File: src/rtl/regfile_mul_unit.sv
// rtl/regfile_mul_unit.sv - iterative shift-add multiplier writing its product back through the register file write port
module regfile_mul_unit #(
    parameter int WIDTH  = 32,
    parameter int ADDR_W = 5
) (
    input  logic              Clk,
    input  logic              Rst,
    input  logic              Start,
    input  logic              Signed,
    input  logic              WriteHi,
    input  logic [WIDTH-1:0]  OpA,
    input  logic [WIDTH-1:0]  OpB,
    input  logic [ADDR_W-1:0] DestAddr,
    output logic              Busy,
    output logic              Done,
    output logic              RfWriteEn,
    output logic [ADDR_W-1:0] RfWriteAddr,
    output logic [WIDTH-1:0]  RfWriteData,
    output logic [WIDTH-1:0]  ProductHi,
    output logic [WIDTH-1:0]  ProductLo
);

    localparam int CNT_W = (WIDTH > 1) ? $clog2(WIDTH) : 1;
    localparam logic [CNT_W-1:0] LAST_BIT = CNT_W'(WIDTH - 1);

    typedef enum logic [1:0] {
        IDLE,
        CALC,
        WB_LO,
        WB_HI
    } state_t;

    state_t              state;
    logic [WIDTH-1:0]    mcand;
    logic [WIDTH-1:0]    mplier;
    logic [2*WIDTH-1:0]  acc;
    logic [CNT_W-1:0]    count;
    logic                iter_done;
    logic                neg;
    logic                write_hi;
    logic [ADDR_W-1:0]   dest;

    logic [WIDTH-1:0]    abs_a;
    logic [WIDTH-1:0]    abs_b;
    logic [WIDTH-1:0]    addend;
    logic [WIDTH:0]      sum;
    logic [2*WIDTH-1:0]  acc_next;
    logic [2*WIDTH-1:0]  final_prod;

    // Operand magnitudes; the most negative value maps onto itself, which is
    // already the correct magnitude when read as unsigned.
    always_comb begin
        abs_a = OpA;
        abs_b = OpB;
        if (Signed && OpA[WIDTH-1]) begin
            abs_a = -OpA;
        end
        if (Signed && OpB[WIDTH-1]) begin
            abs_b = -OpB;
        end
    end

    // One shift-add step: conditionally add the multiplicand into the upper
    // half, keep the carry, and shift the whole accumulator right by one.
    always_comb begin
        addend   = mplier[count] ? mcand : '0;
        sum      = {1'b0, acc[2*WIDTH-1:WIDTH]} + {1'b0, addend};
        acc_next = {sum, acc[WIDTH-1:1]};
    end

    // Sign correction of the magnitude product.
    always_comb begin
        final_prod = acc;
        if (neg) begin
            final_prod = -acc;
        end
    end

    // Control FSM with registered write-port outputs. CALC spends WIDTH
    // cycles iterating plus one cycle applying the sign and loading the
    // product registers, so the first write lands WIDTH+1 edges after Start.
    always_ff @(posedge Clk or posedge Rst) begin
        if (Rst) begin
            state       <= IDLE;
            mcand       <= '0;
            mplier      <= '0;
            acc         <= '0;
            count       <= '0;
            iter_done   <= 1'b0;
            neg         <= 1'b0;
            write_hi    <= 1'b0;
            dest        <= '0;
            Busy        <= 1'b0;
            Done        <= 1'b0;
            RfWriteEn   <= 1'b0;
            RfWriteAddr <= '0;
            RfWriteData <= '0;
            ProductHi   <= '0;
            ProductLo   <= '0;
        end else begin
            case (state)
                IDLE: begin
                    Done        <= 1'b0;
                    RfWriteEn   <= 1'b0;
                    RfWriteAddr <= '0;
                    RfWriteData <= '0;
                    if (Start) begin
                        mcand     <= abs_a;
                        mplier    <= abs_b;
                        neg       <= Signed & (OpA[WIDTH-1] ^ OpB[WIDTH-1]);
                        write_hi  <= WriteHi;
                        dest      <= DestAddr;
                        acc       <= '0;
                        count     <= '0;
                        iter_done <= 1'b0;
                        Busy      <= 1'b1;
                        state     <= CALC;
                    end
                end

                CALC: begin
                    if (!iter_done) begin
                        acc   <= acc_next;
                        count <= count + 1'b1;
                        if (count == LAST_BIT) begin
                            iter_done <= 1'b1;
                        end
                    end else begin
                        ProductHi   <= final_prod[2*WIDTH-1:WIDTH];
                        ProductLo   <= final_prod[WIDTH-1:0];
                        RfWriteEn   <= 1'b1;
                        RfWriteAddr <= dest;
                        RfWriteData <= final_prod[WIDTH-1:0];
                        Done        <= ~write_hi;
                        state       <= WB_LO;
                    end
                end

                WB_LO: begin
                    if (write_hi) begin
                        RfWriteEn   <= 1'b1;
                        RfWriteAddr <= dest + 1'b1;
                        RfWriteData <= ProductHi;
                        Done        <= 1'b1;
                        state       <= WB_HI;
                    end else begin
                        RfWriteEn   <= 1'b0;
                        RfWriteAddr <= '0;
                        RfWriteData <= '0;
                        Done        <= 1'b0;
                        Busy        <= 1'b0;
                        state       <= IDLE;
                    end
                end

                WB_HI: begin
                    RfWriteEn   <= 1'b0;
                    RfWriteAddr <= '0;
                    RfWriteData <= '0;
                    Done        <= 1'b0;
                    Busy        <= 1'b0;
                    state       <= IDLE;
                end

                default: begin
                    state <= IDLE;
                end
            endcase
        end
    end

endmodule
File: config.mk
export PLATFORM = sky130hd
export DESIGN_NAME = regfile_mul_unit
export DESIGN_NICKNAME = d
export VERILOG_FILES = /design/src/rtl/regfile_mul_unit.sv
export SDC_FILE = /design/constraint.sdc
export NUM_CORES = 1
export LEC_CHECK = 0
export BUFFER_PORTS_ARGS = -buffer_cell sky130_fd_sc_hd__clkbuf_2
export CAP_MARGIN = 20
export CORE_MARGIN = 2
export CORE_UTILIZATION = 63
export CTS_BUF_LIST = sky130_fd_sc_hd__clkbuf_16
export DETAILED_ROUTE_END_ITERATION = 8
export PLACE_DENSITY = 0.86
export SYNTH_ARGS = -nofsm -noshare
export SYNTH_HDL_FRONTEND = slang
export SYNTH_SLANG_ARGS = --single-unit
File: constraint.sdc
create_clock -name Clk -period 19.9 [get_ports Clk]
set_input_delay 3.98 -clock Clk [delete_from_list [all_inputs] [get_ports Clk]]
set_output_delay 3.98 -clock Clk [all_outputs]
set_load 0.02 [all_outputs]
==> metrics.md <==
| Metric | Value |
|---|---|
| Most area-consuming cells after synthesis | dfrtp_1, nand2_1, o21ai_0 |
| Gr ovfl total | 0 |
| Final setup violation count | 0 |
| Cell count after synthesis | around 1600 |
| Die area | ~0.024 sq mm |
| Leakage | 7.37 nW |
| Drt wl/cell | between 15 and 20 um |
| Placed wire-length estimate | about 24 mm |
| Initial core utilization | 0.643 |
| Post-synthesis sequential area ratio | 0.439 |
| Hold Startpoint | mcand[0] |
| Final Instance Count excl. Fillers | between 2000 and 2500 |
| Worst Max-Slew Pin Slew | 1050 ps |
| M1 GR Usage | 0.418 |
| P_int | 0.00164 W |
| Total of max-cap violations | 0 |
| Worst slack at placement | ~14000 ps |
| H-tree depth | 1 |
| Worst-Skew Late Latency | between 500 and 600 ps |
| Worst r2r path cells | 15 |
| Post-synth cell types | 75 |
| FF-to-FF Start | count[0] |
| Yosys reg bits | around 250 |
| Yosys warning count | 0 |
| Placed insts | between 1500 and 2000 |
| Final worst clock skew | roughly 11 ps |
| Vias in the first global route | between 10000 and 15000 |
| Antenna viol nets, final | 0 |
| Post-Route WL | between 30 and 40 mm |
| Worst hold path depth | 2 |
| FMAX | ~0.17 GHz |
| Critical path capture point type | flip-flop |
| DRC viols | 0 |
| Finished Core Util | 0.733 |
| Pwr/cell area | between 150 and 200 mW/mm^2 |
| Commonest cells in the netlist | dfrtp_1, nand2_1, o21ai_0 |
| Average cell area after synthesis | 8.94 sq um |
| Slew margin rel. | 0.302 |
| Port bufs | 177 |
| Sink Count | approximately 250 |
| Drt first pass iters | 8 |
| Number of DRC markers in iteration 0 | between 900 and 1000 |
| Switching power | ~0.0014 W |
| Die Y | about 150 um |
| Min-Delay Endpoint | mcand[0] |
| Reg-to-reg slack, setup | between 10000 and 15000 ps |
| R2R Path End | acc[62] |
| Die width | around 150 um |
| First-pass GRT wire length | 57.9 mm |
| Tcrit/Tclk final | 0.294 |
| Global route hottest layer | met2 |
| CTS Buffer Depth | 3 |
| Final Hold Viols | 0 |
| Hold crit path type | reg2reg |
| Slew Limit Fails | 0 |
| CTS buffer count | 26 |
| Drt via density | between 6 and 7 |
| Initial antenna violation count | 0 |
| Synth-to-Final Area Change | 14.0% |
| Root buffer cell | clkbuf_16 |
| Post-route minimum period | approximately 5800 ps |
| CTS tree | built |
| Outcome | finished, final reports clean |
| Post-synth ARST share | 1.00 |
| Crit path arrival time | slightly above 6000 ps |
| CTS clk-pin slew, worst paths | approximately 60 ps |
| CP Launch Point | OpB[8] |
| Hold-fix buffers, CTS | 0 |
| Clock share of power | 0.163 |
| Post-cts resize count | 0 |
| Crit path kind | in2reg |
| Diode count | 0 |
| Register area | 0.00618 sq mm |
| Post-synth EDFFs | 0 |
| Dominant synthesized flop cell | dfrtp_1 |
| Postcts setup bufs | 0 |
| RSZ-0062 raised after global routing | no |
| Largest net degree at the start of global routing | between 100 and 150 |
| Synthesized Nets | roughly 1700 |
| Peak supply drop | 0.000102 V |
| Layout cells sized above 1 | 0.160 |
| Total track usage | 0.295 |
| Routability cong. | 0.886 |
| Cell area after synthesis | about 0.014 sq mm |
| Detailed-route via count | between 10000 and 15000 |
| CP Launch Type | input pin |
| Setup TNS | 0 ps |
| Num rows | 54 |
| Met3 usage | 0.0354 |
| Combinational share of power | 0.516 |
| Fillers | around 1600 |
| CP Max Fanout | 6 |
| Multi-input logic area | about 0.0075 sq mm |
| Yosys top cell area share | 0.439 |
| Yosys top cell by area | dfrtp_1 |
| PnR worst setup slack | between 10000 and 15000 ps |
| Met2 Use GR | 0.486 |
| Seq pwr share | 0.320 |
| Boundary Pins | approximately 180 |
| Switching share of power | 0.460 |
| Placeable core region | around 0.022 sq mm |
| Nets | about 1800 |
| Most frequent cell after synthesis | dfrtp_1 |
| Required time of the critical path | between 20000 and 25000 ps |
-- power groups by stage --
stage	logic [W]	registers, W	clock network (W)
after floorplan	0.00107	0.00100	0
after global placement	0.00150	0.000962	0
after detailed placement	0.00154	0.000974	0
after CTS	0.00156	0.000967	0.000500
after global routing	0.00173	0.00100	0.000522
final	0.00157	0.000973	0.000496
-- per-stage QoR --
| stage | power [W] | hold WS, ps | cell area [sq um] |
|---|---|---|---|
| global route | 0.00325 | 497 | 16000 |
| finish | 0.00304 | 469 | 16000 |
| detailed placement | 0.00252 | 463 | 15100 |
| CTS | 0.00302 | 475 | 16000 |
| floorplan | 0.00207 | 431 | 14100 |
| global placement | 0.00246 | 453 | 15100 |
-- area by class of cell --
class | count | share of cell area
Multi-Input combinational cell | 1215 | 0.468
Sequential cell | 247 | 0.385
Timing Repair Buffer | 192 | 0.0642
Clock buffer | 27 | 0.0421
Tap cell | 280 | 0.0218
Clock inverter | 21 | 0.0122
Inverter | 26 | 0.00655
-- routing by layer --
metal,vias to the layer above,part of all wire
met5,-,0
met4,0,0.020
met3,66,0.070
met2,499,0.48
met1,5736,0.43
li1,5812,-
-- logic make-up after synthesis --
| group | synth area share |
|---|---|
| AO/OA/AOI/OAI | 0.197 |
| XOR/XNOR | 0.0927 |
| adder cells (fa/ha/maj) | 0.0352 |
| buffers and inverters | 0.0303 |
| flip-flops | 0.439 |
| multiplexers | 0.0204 |
| AND/OR/NAND/NOR | 0.185 |
-- critical path, stage by stage --
cell and delay, ps:
clkbuf_2 110, or4_1 660, or3_4 420, nor3_2 250
nand2_1 150, o41ai_1 360, xor2_1 190, o21ai_0 90
-- worst max-delay path by stage --
stage,depth (start not counted),slack (ps),to
CTS,8,14090,mplier[29]
detailed placement,8,13560,mplier[29]
global route,9,13950,mcand[29]
finish,8,14060,mplier[29]
floorplan,1,9130,Busy
global placement,8,13690,mplier[29]
-- cells in the final DEF, fill, tap and decap left out, types with 4 or more instances in the layout --
| cell | n |
|---|---|
| clkbuf_2 | 177 |
| nand3_1 | 17 |
| a22o_1 | 35 |
| a21o_1 | 10 |
| mux2i_1 | 4 |
| clkinv_1 | 4 |
| o21ai_0 | 171 |
| a31oi_1 | 12 |
| nor2_1 | 133 |
| xnor2_1 | 54 |
| and3_1 | 8 |
| o31ai_1 | 24 |
| o41ai_2 | 5 |
| nand2_1 | 240 |
| clkinv_2 | 6 |
| and2_1 | 5 |
| inv_1 | 31 |
| dfrtp_1 | 246 |
| nor2b_1 | 38 |
| o41ai_1 | 9 |
| mux4_2 | 10 |
| nor4_1 | 4 |
| bufinv_16 | 4 |
| o211ai_1 | 4 |
| nand2b_1 | 14 |
| buf_4 | 13 |
| ha_1 | 38 |
| o21ai_1 | 35 |
| xor2_1 | 95 |
| nor3_1 | 27 |
| a21oi_1 | 121 |
| or3_1 | 8 |
| nand3b_1 | 4 |
| a211oi_1 | 6 |
| or4_1 | 8 |
| nand4_1 | 10 |
| clkbuf_16 | 27 |
-- registers in the layout, summed over array words and instances, names as in the netlist --
register / flops
ProductLo: 32
neg: 1
iter_done: 1
acc: 64
mcand: 32
mplier: 32
RfWriteData: 32
RfWriteEn: 1
dest: 5
state: 2
ProductHi: 32
write_hi: 1
count: 5
RfWriteAddr: 5
Busy: 1
Done: 1
No activity file was read; power rests on OpenSTA's default activity.
